--- src/rtl/parking_zone_ctrl.sv ---
// Two-zone car park controller: hourly university/public capacity split, valid/ready entry and exit
// events, overflow tracking of displaced university cars. Optional PARKING_PEAK_STATS_EN adds peak/reject stats.
module parking_zone_ctrl #(
  parameter int TOTAL_SPACE = 700,
  parameter int UNI_MAX     = 500,
  parameter int UNI_MIN     = 200,
  parameter int STEP        = 50,
  parameter int OPEN_HOUR   = 8,
  parameter int SHIFT_START = 13,
  parameter int SHIFT_END   = 16,
  parameter int CNT_W       = 10
) (
  input  logic             clk,
  input  logic             rst_n,
  input  logic [4:0]       current_hour,
  input  logic             entry_valid,
  input  logic             entry_is_uni,
  output logic             entry_ready,
  input  logic             exit_valid,
  input  logic             exit_is_uni,
  output logic             exit_ready,
  output logic             entry_grant,
  output logic             entry_reject,
  output logic             entry_pool,
  output logic             exit_err,
  output logic [CNT_W-1:0] uni_occ,
  output logic [CNT_W-1:0] pub_occ,
  output logic [CNT_W-1:0] uni_cap,
  output logic [CNT_W-1:0] pub_cap,
  output logic [CNT_W-1:0] uni_free,
  output logic [CNT_W-1:0] pub_free,
  output logic             uni_full,
  output logic             pub_full
`ifdef PARKING_PEAK_STATS_EN
  ,
  output logic [CNT_W-1:0] peak_occ,
  output logic [15:0]      reject_cnt
`endif
);

  localparam int CW = CNT_W + 4;
  localparam logic [CW-1:0]    W_OPEN  = CW'(OPEN_HOUR);
  localparam logic [CW-1:0]    W_SSTRT = CW'(SHIFT_START);
  localparam logic [CW-1:0]    W_SEND  = CW'(SHIFT_END);
  localparam logic [CW-1:0]    W_LAST  = CW'(23);
  localparam logic [CW-1:0]    W_ONE   = CW'(1);
  localparam logic [CW-1:0]    W_STEP  = CW'(STEP);
  localparam logic [CW-1:0]    W_MAX   = CW'(UNI_MAX);
  localparam logic [CW-1:0]    W_MIN   = CW'(UNI_MIN);
  localparam logic [CNT_W-1:0] TOT     = CNT_W'(TOTAL_SPACE);
  localparam logic [CNT_W-1:0] ONE     = CNT_W'(1);

  typedef enum logic [1:0] {CLOSED, OPEN, REBAL} state_e;

  state_e           state_q, state_d;
  logic [CNT_W-1:0] uni_cnt_q, uni_cnt_d, ovf_cnt_q, ovf_cnt_d, pub_cnt_q, pub_cnt_d;
  logic [CNT_W-1:0] uni_cap_q;
  logic             grant_q, grant_d, reject_q, reject_d, pool_q, pool_d, err_q, err_d;
  logic             hour_open, ready_w, over_w, entry_acc, exit_acc;
  logic [CNT_W:0]   pocc_x, pcap_x, tot_x;
  logic [CNT_W-1:0] pub_cap_w, pub_occ_w;

  function automatic logic [CNT_W-1:0] cap_for_hour(input logic [4:0] hr);
    logic [CW-1:0] h, dec, val;
    h   = CW'(hr);
    dec = '0;
    val = W_MAX;
    if (h >= W_OPEN && h <= W_LAST) begin
      if (h >= W_SEND) begin
        val = W_MIN;
      end else if (h >= W_SSTRT) begin
        dec = (h - W_SSTRT + W_ONE) * W_STEP;
        val = (dec >= W_MAX - W_MIN) ? W_MIN : W_MAX - dec;
      end
    end
    return val[CNT_W-1:0];
  endfunction

  assign hour_open = (current_hour >= 5'(OPEN_HOUR)) && (current_hour <= 5'd23);
  assign over_w    = uni_cnt_q > uni_cap_q;
  // A pending cap drop blocks events until the displaced cars have been moved to overflow.
  assign ready_w   = rst_n && (state_q != REBAL) && !over_w;
  assign entry_acc = entry_valid && ready_w;
  assign exit_acc  = exit_valid && ready_w;

  always_comb begin
    state_d   = state_q;
    uni_cnt_d = uni_cnt_q;
    ovf_cnt_d = ovf_cnt_q;
    pub_cnt_d = pub_cnt_q;
    grant_d   = 1'b0;
    reject_d  = 1'b0;
    pool_d    = 1'b0;
    err_d     = 1'b0;
    pocc_x    = '0;
    pcap_x    = '0;
    tot_x     = '0;
    case (state_q)
      CLOSED:  if (hour_open) state_d = OPEN;
      OPEN: begin
        if (over_w)          state_d = REBAL;
        else if (!hour_open) state_d = CLOSED;
      end
      REBAL:   state_d = hour_open ? OPEN : CLOSED;
      default: state_d = CLOSED;
    endcase
    if (state_q == REBAL) begin
      if (over_w) begin
        ovf_cnt_d = ovf_cnt_q + (uni_cnt_q - uni_cap_q);
        uni_cnt_d = uni_cap_q;
      end
    end else begin
      if (exit_acc) begin
        if (exit_is_uni) begin
          if (uni_cnt_q != '0)      uni_cnt_d = uni_cnt_q - ONE;
          else if (ovf_cnt_q != '0) ovf_cnt_d = ovf_cnt_q - ONE;
          else                      err_d = 1'b1;
        end else begin
          if (pub_cnt_q != '0) pub_cnt_d = pub_cnt_q - ONE;
          else                 err_d = 1'b1;
        end
      end
      // Entry sees the post-exit counts; the total guard keeps the lot within TOTAL_SPACE
      // even when a cap rise leaves the public zone over its capacity.
      pocc_x = {1'b0, pub_cnt_d} + {1'b0, ovf_cnt_d};
      pcap_x = {1'b0, pub_cap_w};
      tot_x  = pocc_x + {1'b0, uni_cnt_d};
      if (entry_acc) begin
        if (state_q == CLOSED || tot_x >= {1'b0, TOT}) begin
          reject_d = 1'b1;
        end else if (entry_is_uni && uni_cnt_d < uni_cap_q) begin
          uni_cnt_d = uni_cnt_d + ONE;
          grant_d   = 1'b1;
        end else if (pocc_x < pcap_x) begin
          if (entry_is_uni) ovf_cnt_d = ovf_cnt_d + ONE;
          else              pub_cnt_d = pub_cnt_d + ONE;
          grant_d = 1'b1;
          pool_d  = 1'b1;
        end else begin
          reject_d = 1'b1;
        end
      end
    end
  end

  always_ff @(posedge clk) begin
    if (!rst_n) begin
      state_q   <= CLOSED;
      uni_cnt_q <= '0;
      ovf_cnt_q <= '0;
      pub_cnt_q <= '0;
      uni_cap_q <= CNT_W'(UNI_MAX);
      grant_q   <= 1'b0;
      reject_q  <= 1'b0;
      pool_q    <= 1'b0;
      err_q     <= 1'b0;
    end else begin
      state_q   <= state_d;
      uni_cnt_q <= uni_cnt_d;
      ovf_cnt_q <= ovf_cnt_d;
      pub_cnt_q <= pub_cnt_d;
      uni_cap_q <= cap_for_hour(current_hour);
      grant_q   <= grant_d;
      reject_q  <= reject_d;
      pool_q    <= pool_d;
      err_q     <= err_d;
    end
  end

  assign pub_cap_w    = TOT - uni_cap_q;
  assign pub_occ_w    = pub_cnt_q + ovf_cnt_q;
  assign entry_ready  = ready_w;
  assign exit_ready   = ready_w;
  assign entry_grant  = grant_q;
  assign entry_reject = reject_q;
  assign entry_pool   = pool_q;
  assign exit_err     = err_q;
  assign uni_occ      = uni_cnt_q;
  assign pub_occ      = pub_occ_w;
  assign uni_cap      = uni_cap_q;
  assign pub_cap      = pub_cap_w;
  assign uni_free     = over_w ? '0 : uni_cap_q - uni_cnt_q;
  assign pub_free     = (pub_occ_w < pub_cap_w) ? pub_cap_w - pub_occ_w : '0;
  assign uni_full     = (uni_free == '0);
  assign pub_full     = (pub_free == '0);

`ifdef PARKING_PEAK_STATS_EN
  logic [CNT_W-1:0] peak_q;
  logic [15:0]      rej_q;
  logic [CNT_W:0]   tot_d;

  assign tot_d = {1'b0, uni_cnt_d} + {1'b0, ovf_cnt_d} + {1'b0, pub_cnt_d};

  always_ff @(posedge clk) begin
    if (!rst_n) begin
      peak_q <= '0;
      rej_q  <= '0;
    end else begin
      if (tot_d[CNT_W-1:0] > peak_q) peak_q <= tot_d[CNT_W-1:0];
      if (reject_d && rej_q != 16'hFFFF) rej_q <= rej_q + 16'd1;
    end
  end

  assign peak_occ   = peak_q;
  assign reject_cnt = rej_q;
`endif

endmodule

--- config.mk ---
export PLATFORM = sky130hd
export DESIGN_NAME = parking_zone_ctrl
export DESIGN_NICKNAME = d
export VERILOG_FILES = /design/src/rtl/parking_zone_ctrl.sv
export SDC_FILE = /design/constraint.sdc
export NUM_CORES = 1
export LEC_CHECK = 0
export BUFFER_PORTS_ARGS = -buffer_cell sky130_fd_sc_hd__buf_2
export CAP_MARGIN = 20
export CORE_ASPECT_RATIO = 0.5
export CORE_MARGIN = 2
export CORE_UTILIZATION = 35
export DETAILED_ROUTE_END_ITERATION = 10
export GPL_ROUTABILITY_DRIVEN = 0
export MAX_ROUTING_LAYER = met4
export SYNTH_ARGS = -nofsm -noshare
export SYNTH_HDL_FRONTEND = slang
export SYNTH_SLANG_ARGS = --single-unit
--- constraint.sdc ---
create_clock -name clk -period 6.85 [get_ports clk]
set_clock_uncertainty 0.05 [all_clocks]
set_input_delay 1.37 -clock clk [delete_from_list [all_inputs] [get_ports clk]]
set_output_delay 1.37 -clock clk [all_outputs]
set_load 0.02 [all_outputs]
# After elaboration in Yosys (flattened, before gate mapping)
# Index checks and enable logic that the tools add are counted.
dict set report totals {
  out_inout_bits 68
  word_cells 122
  mem_bits_ro 0
  latchBits 0
  memories 0
  mem_bits_rw 0
  input_bits 11
  reg_bits 46
}
dict set report op_classes {
  bitwise_logic 5
  n_mul 1
  addsub 17
  eq_ne 6
  n_lt_le_gt_ge 12
  n_reduce_logical 22
  muxes 49
  div_mod_pow 0
  shifts 0
}
# cell n
set op_table {}
lappend op_table {{$mux W10} 32}
lappend op_table {{$add A10 B1 Y10 const B} 3}
lappend op_table {{$reduce_bool A10 Y1} 3}
lappend op_table {{$sub A10 B1 Y10 const B} 3}
lappend op_table {{$sub A10 B10 Y10} 3}
lappend op_table {{$mux W9} 3}
lappend op_table {{$add A10 B10 Y10} 2}
lappend op_table {{$logic_not A10 Y1} 2}
lappend op_table {{$lt A10 B10 Y1} 2}
lappend op_table {{$ge A5 B4 Y1 const B} 3}
lappend op_table {{$ge A14 B9 Y1 const B} 1}
lappend op_table {{$mul A14 B5 Y13 const B} 1}
lappend op_table {{$add A10 B10 Y11} 1}
lappend op_table {{$add A11 B10 Y11} 1}
lappend op_table {{$ge A11 B10 Y1 const B} 1}
lappend op_table {{$lt A11 B10 Y1} 1}
lappend op_table {{$gt A10 B10 Y1} 1}
lappend op_table {{$le A5 B5 Y1 const B} 2}
lappend op_table {{$mux W1} 10}
lappend op_table {{$reduce_or A5 Y1} 2}
lappend op_table {{$sub A10 B10 Y10 const A} 1}
lappend op_table {{$sub A9 B10 Y10 const A} 1}
lappend op_table {{$add A6 B2 Y7 const B} 1}
lappend op_table {{$logic_and A1 B1 Y1} 7}
lappend op_table {{other kinds (15)} 25}

# Depth between registers and ports, before layout
# Gate-level depths: netlist of the first run.
dict set report logic_depth {
  ltp_word 13
  depth_mapped 31
  ltp_nobuf 27
}

# Worst setup path before layout of the first run
# No wires, ideal clock.
dict set report synth_timing {
  path_kind {flip-flop to flip-flop}
  startpoint {register uni_cap_q[1], in the netlist uni_cap[1]}
  endpoint {register ovf_cnt_q[3]}
  arrival_ps 6047
  path_buffers 2
  stages_incl_launch_ff 29
  period_less_slack_ps 6176
  required_ps 6721
  path_slack_ps 674
  setup_time_ps 79
  cell_sequence {dfxtp_1 inv_1 fa_1 nand2b_1 a21oi_1 o21a_1 buf_6 o211ai_1 buf_2 o21ai_0 ha_1 a21o_1 a21oi_1 o21bai_1 a21oi_1 o21bai_1 a21oi_1 o21bai_1 a21oi_1 xnor2_1 ha_1 a211oi_1 a21oi_1 a211o_1 o211ai_1 nand3_2 nor2_2 or4b_1 o211ai_1}
}
dict set report synth_via {
  elab_chain_cells 13
  word_cells_on_any_way 30
  cone_classes {6 x add/sub; 4 x order compare; 1 x eq/ne; 13 x mux; 6 x reduce/logical}
}
# item line_no
set synth_rtl {}
lappend synth_rtl {{from (decl)} 57} ;# logic [CNT_W-1:0] uni_cap_q;
lappend synth_rtl {{from (signal assigned)} 152} ;# uni_cap_q <= CNT_W'(UNI_MAX);
lappend synth_rtl {{from (signal assigned)} 162} ;# uni_cap_q <= cap_for_hour(current_hour);
lappend synth_rtl {{$gt A10 B10 Y1} 80} ;# assign over_w = uni_cnt_q > uni_cap_q;
lappend synth_rtl {{$logic_not A1 Y1} 82} ;# assign ready_w = rst_n && (state_q != REBAL) && !over_w;
lappend synth_rtl {{$logic_and A1 B1 Y1} 82}
lappend synth_rtl {{$logic_and A1 B1 Y1} 84} ;# assign exit_acc = exit_valid && ready_w;
lappend synth_rtl {{$mux W10} 113} ;# if (exit_acc) begin
lappend synth_rtl {{$mux W10} 107} ;# if (state_q == REBAL) begin
lappend synth_rtl {{$add A10 B10 Y11 or $add A10 B1 Y10 (tied branches)} {125, 135}}
lappend synth_rtl {{$add A11 B10 Y11 (tied with other cells)} 127} ;# tot_x = pocc_x + {1'b0, uni_cnt_d};
lappend synth_rtl {{$ge A11 B10 Y1 or $mux W10 (tied branches)} {129, 134}}
lappend synth_rtl {{$logic_or A1 B1 Y1 or $mux W10 (tied branches)} {129, 131}}
lappend synth_rtl {{$mux W10} 129} ;# if (state_q == CLOSED || tot_x >= {1'b0, TOT}) begin
lappend synth_rtl {{$mux W10} 128} ;# if (entry_acc) begin
lappend synth_rtl {{$mux W10} 107}
lappend synth_rtl {{to (signal assigned)} 160} ;# ovf_cnt_q <= ovf_cnt_d;
lappend synth_rtl {{to (decl)} 56} ;# logic [CNT_W-1:0] uni_cnt_q, uni_cnt_d, ovf_cnt_q, ovf_cnt_d, pub_cnt_q, pub_cnt_d;
# Several ways; a longest one is shown, not always the timed one. The select of a mux whose other input is x is not followed.
# A chain may end at the register's enable or synchronous reset.

# Worst setup path in the final report of the first run
dict set report layout_timing {
  startpoint {input port rst_n}
  endpoint {register ovf_cnt_q[3]}
}
dict set report layout_via {
  elab_chain_cells 12
  word_cells_on_any_way 24
  cone_classes {3 x add/sub; 3 x order compare; 12 x mux; 6 x reduce/logical}
}
# item line_no
set layout_rtl {}
lappend layout_rtl {{from (decl)} 14} ;# input logic rst_n,
lappend layout_rtl {{$logic_and A1 B1 Y1 (2 in series)} 82}
lappend layout_rtl {{$logic_and A1 B1 Y1} 84}
lappend layout_rtl {{$mux W10} 113}
lappend layout_rtl {{$mux W10} 107}
lappend layout_rtl {{$add A10 B10 Y11 or $add A10 B1 Y10 (tied branches)} {125, 135}}
lappend layout_rtl {{$add A11 B10 Y11 (tied with other cells)} 127}
lappend layout_rtl {{$ge A11 B10 Y1 or $mux W10 (tied branches)} {129, 134}}
lappend layout_rtl {{$logic_or A1 B1 Y1 or $mux W10 (tied branches)} {129, 131}}
lappend layout_rtl {{$mux W10} 129}
lappend layout_rtl {{$mux W10} 128}
lappend layout_rtl {{$mux W10} 107}
# Several ways; a longest one is shown, not always the timed one. The select of a mux whose other input is x is not followed.

==> run summary, run 1 <==
run status: completed
power per cell area: 205 nW/µm²
Max Root-Sink Buffers: 2
register area: 901 µm²
Placed Area: 8620 µm²
Clock Pin Slew Worst Setup and Hold Paths: 0.08 ns
GRT Util Overall: 21.7%
kind of start point of the critical path: input port
Root Buffer: clkbuf_16
Tmin final: 6.40 ns
Synth top area share: 17.8%
vias in the first global route: 7,093
Final Instance Area: 8870 µm²
Vias per Instance: 5.55
CTS tree: yes
IR drop worst, VDD: 0.0000999 V
WL/cell: 17.7 µm
port bufs: 76
IO Pins: 79
Netlist cell types: 87
Post-synth EDFFs: 0
Die H: 109 µm
Synth area leader: ha_1
final setup fails: 0
Seq cells post-synth: 45
final total power: 1.81 mW
Place WS: 0.00458 ns
setup TNS: 0 ns
Req. time, crit path: 7.04 ns
crit-path max FO: 10
H-tree lvl count: 2
Area growth, synth to finish: 14.7%
Max Clk Rate: 156 MHz
fill count: 2,221
Hold WC Path Type: flip-flop to flip-flop
DRT antenna net count: 0
crit-path leading delay family: compound AO/OA/AOI/OAI gates
layout cell share with drive strength beyond 1: 15.3%
CORE AREA: 21,700 µm²
CTS Hold Bufs: 0
gr ovfl total: 0
Area contributors post-synth: ha_1, dfxtp_1, xnor2_1, inv_1, fa_1
Synth Instances: 1,001
Crit Path Class: input port to flip-flop
Starting Density: 35.7%
top-count cell post-synth: ha_1
most used cell, CP: a21oi_1
drt pass-1 iters: 6
Cell Count, Final, Fillers Out: 1,396
DRT Wirelength: 24.8 mm
biggest cell delay along the critical path: 0.45 ns
CTS buffer count: 5
Leak Pwr: 4.22 nW
initial detailed-routing violation count: 597
cell row count: 38
Avg Cell Area, Syn: 7.72 µm²
CP arrival: 6.59 ns
relative slew slack: 29.0%
asr flop ratio synth: 0%
full die area: 23,400 µm²
Synth Flop Type: dfxtp_1
DR vias: 7,745
worst-skew pair later-pin latency: 0.32 ns
Crit path buffers/inverters: 3
maxcap violations: 0
Hold Crit Start: state_q[0]$_SDFFE_PN0P_
Hold Fails Final Rpt: 0
Period Utilization, post-route: 93.4%
reg-to-reg startpoint: uni_cap[4]$_SDFF_PN1_
die width: 214 µm
Worst Max-Slew Pin Slew: 1.04 ns
CP startpoint: rst_n
most instantiated cells after synthesis: ha_1, inv_1, nor2_1, xnor2_1, a21oi_1
Detail Placement HPWL: 20.4 mm
total clock sinks: 45
Pins Over Slew Limit: 0
critical path endpoint category: flip-flop
DRC: 0
Yosys warnings: 0
sequential element share of the synthesized area: 11.7%
initial antenna violation count: 0
# nets final: 1,236
Netlist Area Pre-Place: 7730 µm²
Ant. Diodes: 0
CP max stage cell: or4b_1
largest net degree at the start of global routing: 38
first-pass GRT wire length: 38.6 mm
placed cells: 1,383
Multi-input gate area: 6310 µm²
fin worst setup slack: 0.452 ns
final cells by class:
type                       instances  share of cell area (%)
clock inverter                     3                   0.282
tap                              300                    4.23
sequential                        45                    10.2
timing repair buffer             120                    8.15
inverter                         110                    4.66
multi-input combinational        813                    71.1
clock buffer                       5                    1.41
flip-flops by register name, indices dropped and copies added, names as in the netlist:
signal,count
exit_err,1
entry_reject,1
pub_cnt_q,10
state_q,2
entry_pool,1
uni_occ,10
entry_grant,1
ovf_cnt_q,10
uni_cap,9
tightest hold or removal path: stages, from the launching register on:
cell and delay [ns]:
dfxtp_1 0.36, nand2_1 0.08, nor3_1 0.04
path summary, 6_finish.rpt:
check	cells past startpoint	slack, ns	to
worst max-delay path	25	0.45	ovf_cnt_q[3]$_SDFFE_PN0P_
worst min-delay path	2	0.47	state_q[1]$_SDFFE_PN0P_
worst max register to register	26	0.48	ovf_cnt_q[3]$_SDFFE_PN0P_
worst min register to register	2	0.47	state_q[1]$_SDFFE_PN0P_
logic make-up after synthesis:
group | share of synthesized area (%)
other cells | 0.0485
xor+xnor | 11.6
mux | 2.27
compound gates | 21.4
fa+ha+maj | 23.1
flops | 11.7
buf+inv | 7.52
simple gates | 22.5
what timing repair did:
item | 4_1_cts | 5_1_grt
setup endpoints to repair | 0 | 29
gates resized for setup | 0 | 11
buffers inserted | 0 | 5
metrics by stage:
step	utilization, %	hold WS, ns
detailed placement	39.8	0.455
global route	40.9	0.487
floorplan	-	0.394
global placement	39.8	0.437
finish	40.9	0.468
CTS	40.4	0.464
layout by cell type (no fill, tap or decap), drive strengths merged, types with 8 or more instances in the layout:
cell	n
nand2	56
a21o	27
fa	20
xor2	31
nand2b	15
o211ai	16
a211oi	8
o21a	9
inv	111
dfxtp	45
nor3b	9
and3	11
nor4	14
nor2b	11
or3	9
a21oi	62
and2	9
o21ai	42
o21bai	11
nand4	14
xnor2	71
buf	120
nand3	29
ha	110
mux2i	13
nor3	31
or4	8
nor2	81
routing by layer:
| metal | GRT usage [%] | wire length, µm |
|---|---|---|
| met2 | 34.7 | 10700 |
| met4 | 6.25 | 569 |
| met3 | 2.54 | 1710 |
| met5 | - | 0 |
| met1 | 29.0 | 11800 |
report_power, final:
part / total (mW) / internal (mW) / switching (mW)
Combinational: 1.22 / 0.478 / 0.743
Sequential: 0.318 / 0.283 / 0.0351
Clock: 0.275 / 0.138 / 0.137
No activity file was read; power rests on OpenSTA's default activity.
==> run 2: changes to the inputs <==
Settings changed: CORE_UTILIZATION 35 to 45.
==> run 2 against run 1 <==
- worst setup slack improved by 0.026 ns
- utilization up 11 points
- final area shrank 2.0%
- register-to-register slack barely moved
- global-route usage increased by 5.5 points
- final cell count down 5.8%
- via count shrank 1.7%
- die area down 22%
- sequential share of layout area up 0.21 points
==> run summary, run 2 (synthesis gave the netlist of run 1 again) <==
initial detailed-routing violation count: 659 (+10%)
Max Root-Sink Buffers: 2 (unchanged)
CTS buffer count: 5 (unchanged)
gr ovfl total: 0 (unchanged)
most used cell, CP: a21oi_1
Starting Density: 46.6% (+11 points)
crit-path max FO: 10 (unchanged)
crit-path leading delay family: compound AO/OA/AOI/OAI gates
DRT Wirelength: 24.2 mm (-2.1%)
layout cell share with drive strength beyond 1: 14.4% (-0.90 points)
maxcap violations: 0 (unchanged)
Period Utilization, post-route: 93.0% (-0.38 points)
Min-Delay Path Depth: 2 (unchanged)
largest net degree at the start of global routing: 41 (+7.9%)
vias in the first global route: 7,137 (+0.62%)
GRT Util Overall: 27.2% (+5.5 points)
Cell Chain, Critical Path: buf_2, nand2_2, nor4b_2, o21ai_1, buf_4, o41ai_1, nand2_1, ha_1, o21a_1, o31a_1, o21ai_0, nand2b_1, a21o_1, a21oi_1, xnor2_1, ha_1, a211oi_1, a21oi_1, a211o_1, o211ai_1, nand4_4, a2111oi_4, a21oi_1, nor3b_1
DRC: 0 (unchanged)
full die area: 18,300 µm² (-22%)
CP max stage cell: a2111oi_4
flop2flop setup slack: 0.49 ns (about the same)
Hold Fails Final Rpt: 0 (unchanged)
CP arrival: 6.54 ns (-0.05 ns)
Max Clk Rate: 157 MHz (+0.41%)
Crit path buffers/inverters: 2 (-1)
Reg2Reg Capture Point: pub_cnt_q[8]$_SDFFE_PN0N_
most common cell after layout, fill and taps aside: ha_1
placed cells: 1,306 (-5.6%)
# nets final: 1,228 (-0.65%)
biggest cell delay along the critical path: 0.45 ns (about the same)
Tmin final: 6.37 ns (-0.0264 ns)
RSZ-0062 raised after global routing: false
Ant. Diodes: 0 (unchanged)
Die H: 96.7 µm (-11%)
Req. time, crit path: 7.02 ns (-0.02 ns)
relative slew slack: 32.3% (+3.3 points)
cell row count: 33 (-13%)
register area: 901 µm² (unchanged)
Leak Pwr: 4.17 nW (-1.3%)
DR vias: 7,615 (-1.7%)
run status: completed
setup TNS: 0 ns (unchanged)
Pins Over Slew Limit: 0 (unchanged)
Cell Count, Final, Fillers Out: 1,315 (-5.8%)
IO Pins: 79 (unchanged)
fill count: 1,663 (-25%)
CORE AREA: 16,600 µm² (-23%)
critical path endpoint category: flip-flop
WL/cell: 18.4 µm (+4.0%)
Multi-input gate area: 6290 µm² (-0.34%)
Worst R2R Path Depth: 26 (unchanged)
most frequent cells in the layout: ha_1, inv_1, nor2_1
Hold Path Sink: state_q[1]$_SDFFE_PN0P_
drt pass-1 iters: 5 (-1)
total clock sinks: 45 (unchanged)
Root Buffer: clkbuf_16
Area growth, synth to finish: 12.4%
die width: 189 µm (-12%)
initial antenna violation count: 1 (+1)
first-pass GRT wire length: 38.4 mm (-0.68%)
reg-to-reg startpoint: uni_occ[5]$_SDFFE_PN0P_
Crit Path Class: input port to flip-flop
CTS tree: yes
IR drop worst, VDD: 0.000105 V (+5.4%)
port bufs: 76 (unchanged)
final setup fails: 0 (unchanged)
hold slack: 0.437 ns (-0.0312 ns)
Detail Placement HPWL: 19.9 mm (-2.4%)
Vias per Instance: 5.79 (+4.4%)
H-tree lvl count: 2 (unchanged)
kind of start point of the critical path: input port
Hold WC Path Type: flip-flop to flip-flop
Hold Crit Start: state_q[0]$_SDFFE_PN0P_
DRT antenna net count: 0 (unchanged)
Worst Max-Slew Pin Slew: 1.01 ns (-0.0333 ns)
power per cell area: 205 nW/µm² (+0.31%)
worst-skew pair later-pin latency: 0.30 ns (-0.02 ns)
Clock Pin Slew Worst Setup and Hold Paths: 0.07 ns (about the same)
## run 2: where the power goes
part | switching [mW] | leakage, nW | internal (mW)
sequential | 0.0387 | 0.366 | 0.283
combinational | 0.730 | 3.74 | 0.478
clock | 0.117 | 0.0631 | 0.136
## run 2: cell type report
class	count	area share (%)
clock buffers	6	1.48
flip-flops and latches	45	10.4
clock inverters	2	0.173
inverters	110	4.75
well taps	227	3.27
multi-input cells	813	72.3
repair buffers	112	7.63
## run 2: tightest hold or removal path: stages (launching register included)
cell     delay, ns
dfxtp_1       0.35
nand2_1       0.07
nor3_1        0.04
## run 2: worst max path at each step
stage          slack (ns)  depth (start not counted)                   endpoint                     from
5_1_grt             0.007                         26  ovf_cnt_q[6]$_SDFFE_PN0P_  uni_occ[7]$_SDFFE_PN0P_
4_1_cts              0.35                         24    uni_occ[9]$_SDFFE_PN0P_                    rst_n
3_5_place_dp         0.05                         24    uni_occ[9]$_SDFFE_PN0P_                    rst_n
6_report             0.48                         24  pub_cnt_q[8]$_SDFFE_PN0N_                    rst_n
2_1_floorplan        0.67                         28  ovf_cnt_q[3]$_SDFFE_PN0P_    uni_cap[1]$_SDFF_PP0_
3_3_place_gp         0.23                         24    uni_occ[9]$_SDFFE_PN0P_                    rst_n
## run 2: layer usage
metal,vias up,part of all wire [%],GRT usage [%]
met1,3553,47,39.2
li1,3734,-,-
met3,27,8.8,3.63
met4,0,1.6,5.96
met5,-,0,-
met2,301,42,40.5
## run 2: through the flow
step | cell area (µm²) | power [mW] | util [%] | setup WS [ns]
global route | 8690 | 1.94 | 52.4 | 0.00720
floorplan | 7740 | 1.20 | - | 0.674
CTS | 8640 | 1.77 | 52.1 | 0.346
global placement | 8500 | 1.50 | 51.2 | 0.231
finish | 8690 | 1.78 | 52.4 | 0.478
detailed placement | 8500 | 1.51 | 51.2 | 0.0508
## run 2: repair_timing
action,4_1_cts,5_1_grt
setup endpoints to repair,0,22
hold buffers,0,0
setup buffers,0,1
endpoints found under the hold margin,0,0
gates resized for setup,0,6
==> run 3: changes to the inputs <==
Settings changed: CORE_ASPECT_RATIO 0.5 to 0.7, CORE_UTILIZATION 45 to 25.
==> run 3 against run 2 <==
- final cell count increased by 15%
- combinational power about the same
- utilization decreased by 23 points
- final area increased by 3.2%
- critical path depth increased by 1
- critical path type unchanged
- highest routed layer unchanged
==> run summary, run 3 (synthesis gave the netlist of run 1 again) <==
CTS Hold Bufs: 0 (unchanged)
Req. time, crit path: 7.01 ns (about the same)
maxcap violations: 0 (unchanged)
most frequent cells in the layout: ha_1, inv_1, nor2_1
Worst R2R Path Depth: 27 (+3.8%)
WL/cell: 17.2 µm (-7.0%)
Max Clk Rate: 156 MHz (-0.37%)
total clock sinks: 45 (unchanged)
setup TNS: 0 ns (unchanged)
gr ovfl total: 0 (unchanged)
CP arrival: 6.55 ns (about the same)
largest net degree at the start of global routing: 40 (-2.4%)
full die area: 32,400 µm² (+77%)
port bufs: 76 (unchanged)
run status: completed
final setup fails: 0 (unchanged)
Clock Pin Slew Worst Setup and Hold Paths: 0.08 ns (about the same)
sw frac: 50.1% (+0.36 points)
Max Root-Sink Buffers: 2 (unchanged)
GRT Util Overall: 16.3% (-11 points)
Starting Density: 25.6% (-21 points)
most common cell after layout, fill and taps aside: ha_1
Core Util, Final: 29.7% (-23 points)
Leak Pwr: 4.21 nW (+0.86%)
Ant. Diodes: 0 (unchanged)
vias in the first global route: 7,108 (-0.41%)
reg-to-reg startpoint: uni_occ[6]$_SDFFE_PN0P_
die width: 214 µm (+13%)
RSZ-0062 raised after global routing: false
Hold WC Path Type: flip-flop to flip-flop
DRT Wirelength: 25.8 mm (+6.6%)
Hold Fails Final Rpt: 0 (unchanged)
worst-skew pair later-pin latency: 0.31 ns (about the same)
Crit Path Class: input port to flip-flop
DR vias: 7,693 (+1.0%)
Comb power frac: 67.2% (-0.6 points)
Detail Placement HPWL: 21.5 mm (+8.2%)
kind of start point of the critical path: input port
Period Utilization, post-route: 93.4% (+0.34 points)
power per cell area: 202 nW/µm² (-1.5%)
Area growth, synth to finish: 16.0%
IR drop worst, VDD: 0.000121 V (+15%)
cell row count: 53 (+61%)
crit-path max FO: 10 (unchanged)
DRC: 0 (unchanged)
Sw Pwr: 907 µW (+2.4%)
Root Buffer: clkbuf_16
Hold Crit Start: state_q[0]$_SDFFE_PN0P_
flop2flop setup slack: 0.46 ns (-0.03 ns)
CORE AREA: 30,200 µm² (+82%)
Int Pwr: 905 µW (+0.93%)
sequential share of power: 17.8% (-0.2 points)
critical path endpoint category: flip-flop
initial detailed-routing violation count: 750 (+14%)
Reg2Reg Capture Point: uni_occ[9]$_SDFFE_PN0P_
Pins Over Slew Limit: 0 (unchanged)
Worst Max-Slew Pin Slew: 0.988 ns (-0.0170 ns)
clock power share: 15.0% (+0.8 points)
CTS tree: yes
drt pass-1 iters: 5 (unchanged)
Placed Area: 8770 µm² (+3.2%)
Die H: 151 µm (+56%)
CTS buffer count: 5 (unchanged)
Vias per Instance: 5.11 (-12%)
DRT antenna net count: 0 (unchanged)
Min-Delay Path Depth: 2 (unchanged)
Hold Path Sink: state_q[1]$_SDFFE_PN0P_
Tmin final: 6.40 ns (+0.0234 ns)
relative slew slack: 32.4% (+0.14 points)
first-pass GRT wire length: 40.1 mm (+4.5%)
layout cell share with drive strength beyond 1: 15.2% (+0.74 points)
initial antenna violation count: 0 (-1)
# nets final: 1,234 (+0.49%)
Final Instance Area: 8970 µm² (+3.2%)
H-tree lvl count: 2 (unchanged)
IO Pins: 79 (unchanged)
-- run 3: cell count changes in the layout (fill, tap and decap cells not counted), sizes merged --
cell / previous run / this run
buf: 112 / 118
clkinv: 0 / 2
clkinvlp: 2 / 0
-- run 3: cell type report --
class | instances | area, µm²
inverter | 110 | 413
clock inverter | 2 | 13.8
sequential | 45 | 903
fill | 3289 | 21300
tap | 412 | 515
timing repair buffer | 118 | 708
clock buffer | 6 | 139
multi-input combinational | 813 | 6270
-- run 3: what timing repair did --
item,CTS,global route
endpoints found under the setup margin,0,30
resized for setup,0,7
buffers inserted,0,2
-- run 3: worst max path at each step --
stage                                        from                        end  slack, ns  cells past startpoint
after global routing      uni_occ[6]$_SDFFE_PN0P_    uni_occ[9]$_SDFFE_PN0P_      0.003                     28
final                                       rst_n    uni_occ[9]$_SDFFE_PN0P_       0.45                     25
after floorplan             uni_cap[1]$_SDFF_PP0_  ovf_cnt_q[3]$_SDFFE_PN0P_       0.67                     28
after detailed placement                    rst_n    uni_occ[9]$_SDFFE_PN0P_       0.09                     24
after global placement                      rst_n    uni_occ[9]$_SDFFE_PN0P_       0.22                     24
after CTS                 uni_occ[6]$_SDFFE_PN0P_    uni_occ[9]$_SDFFE_PN0P_       0.23                     26
-- run 3: per-stage QoR --
stage	setup slack, ns	hold slack, ns	power, mW	cells
after floorplan	0.674	0.394	1.20	1003
after global placement	0.216	0.410	1.50	1496
after detailed placement	0.0943	0.418	1.52	1496
after CTS	0.232	0.428	1.80	1504
after global routing	0.00257	0.458	1.96	1506
final	0.455	0.423	1.81	1506
-- run 3: per-layer routing --
layer | routed length, µm | global-route usage (%)
met1 | 12400 | 23.2
met2 | 10900 | 24.3
met3 | 2330 | 3.45
met4 | 180 | 2.15
met5 | 0 | -
-- run 3: worst max-delay path: stages --
cell and delay (ns):
buf_2 0.12, nand2_2 0.17, nor4b_2 0.40, o21ai_1 0.22
o21ai_0 0.29, ha_1 0.28, a21o_1 0.17, a21oi_1 0.23
o21bai_1 0.09, a21oi_1 0.23, o21bai_1 0.10, a21oi_1 0.24
o21bai_1 0.11, a21oi_1 0.18, xnor2_1 0.12, ha_1 0.40
nand2_1 0.07, a311oi_1 0.34, a211oi_1 0.09, and3b_2 0.31
nand3_2 0.23, nor3_4 0.28, buf_12 0.16, nand3_1 0.07
o2111a_1 0.26
-- run 3: power by group through the flow --
stage                     Clock (mW)  Sequential, mW  Combinational [mW]
after floorplan                    0           0.329               0.871
after global placement             0           0.326                1.18
after detailed placement           0           0.327                1.19
after CTS                      0.276           0.321                1.20
after global routing           0.284           0.325                1.36
final                          0.272           0.323                1.22
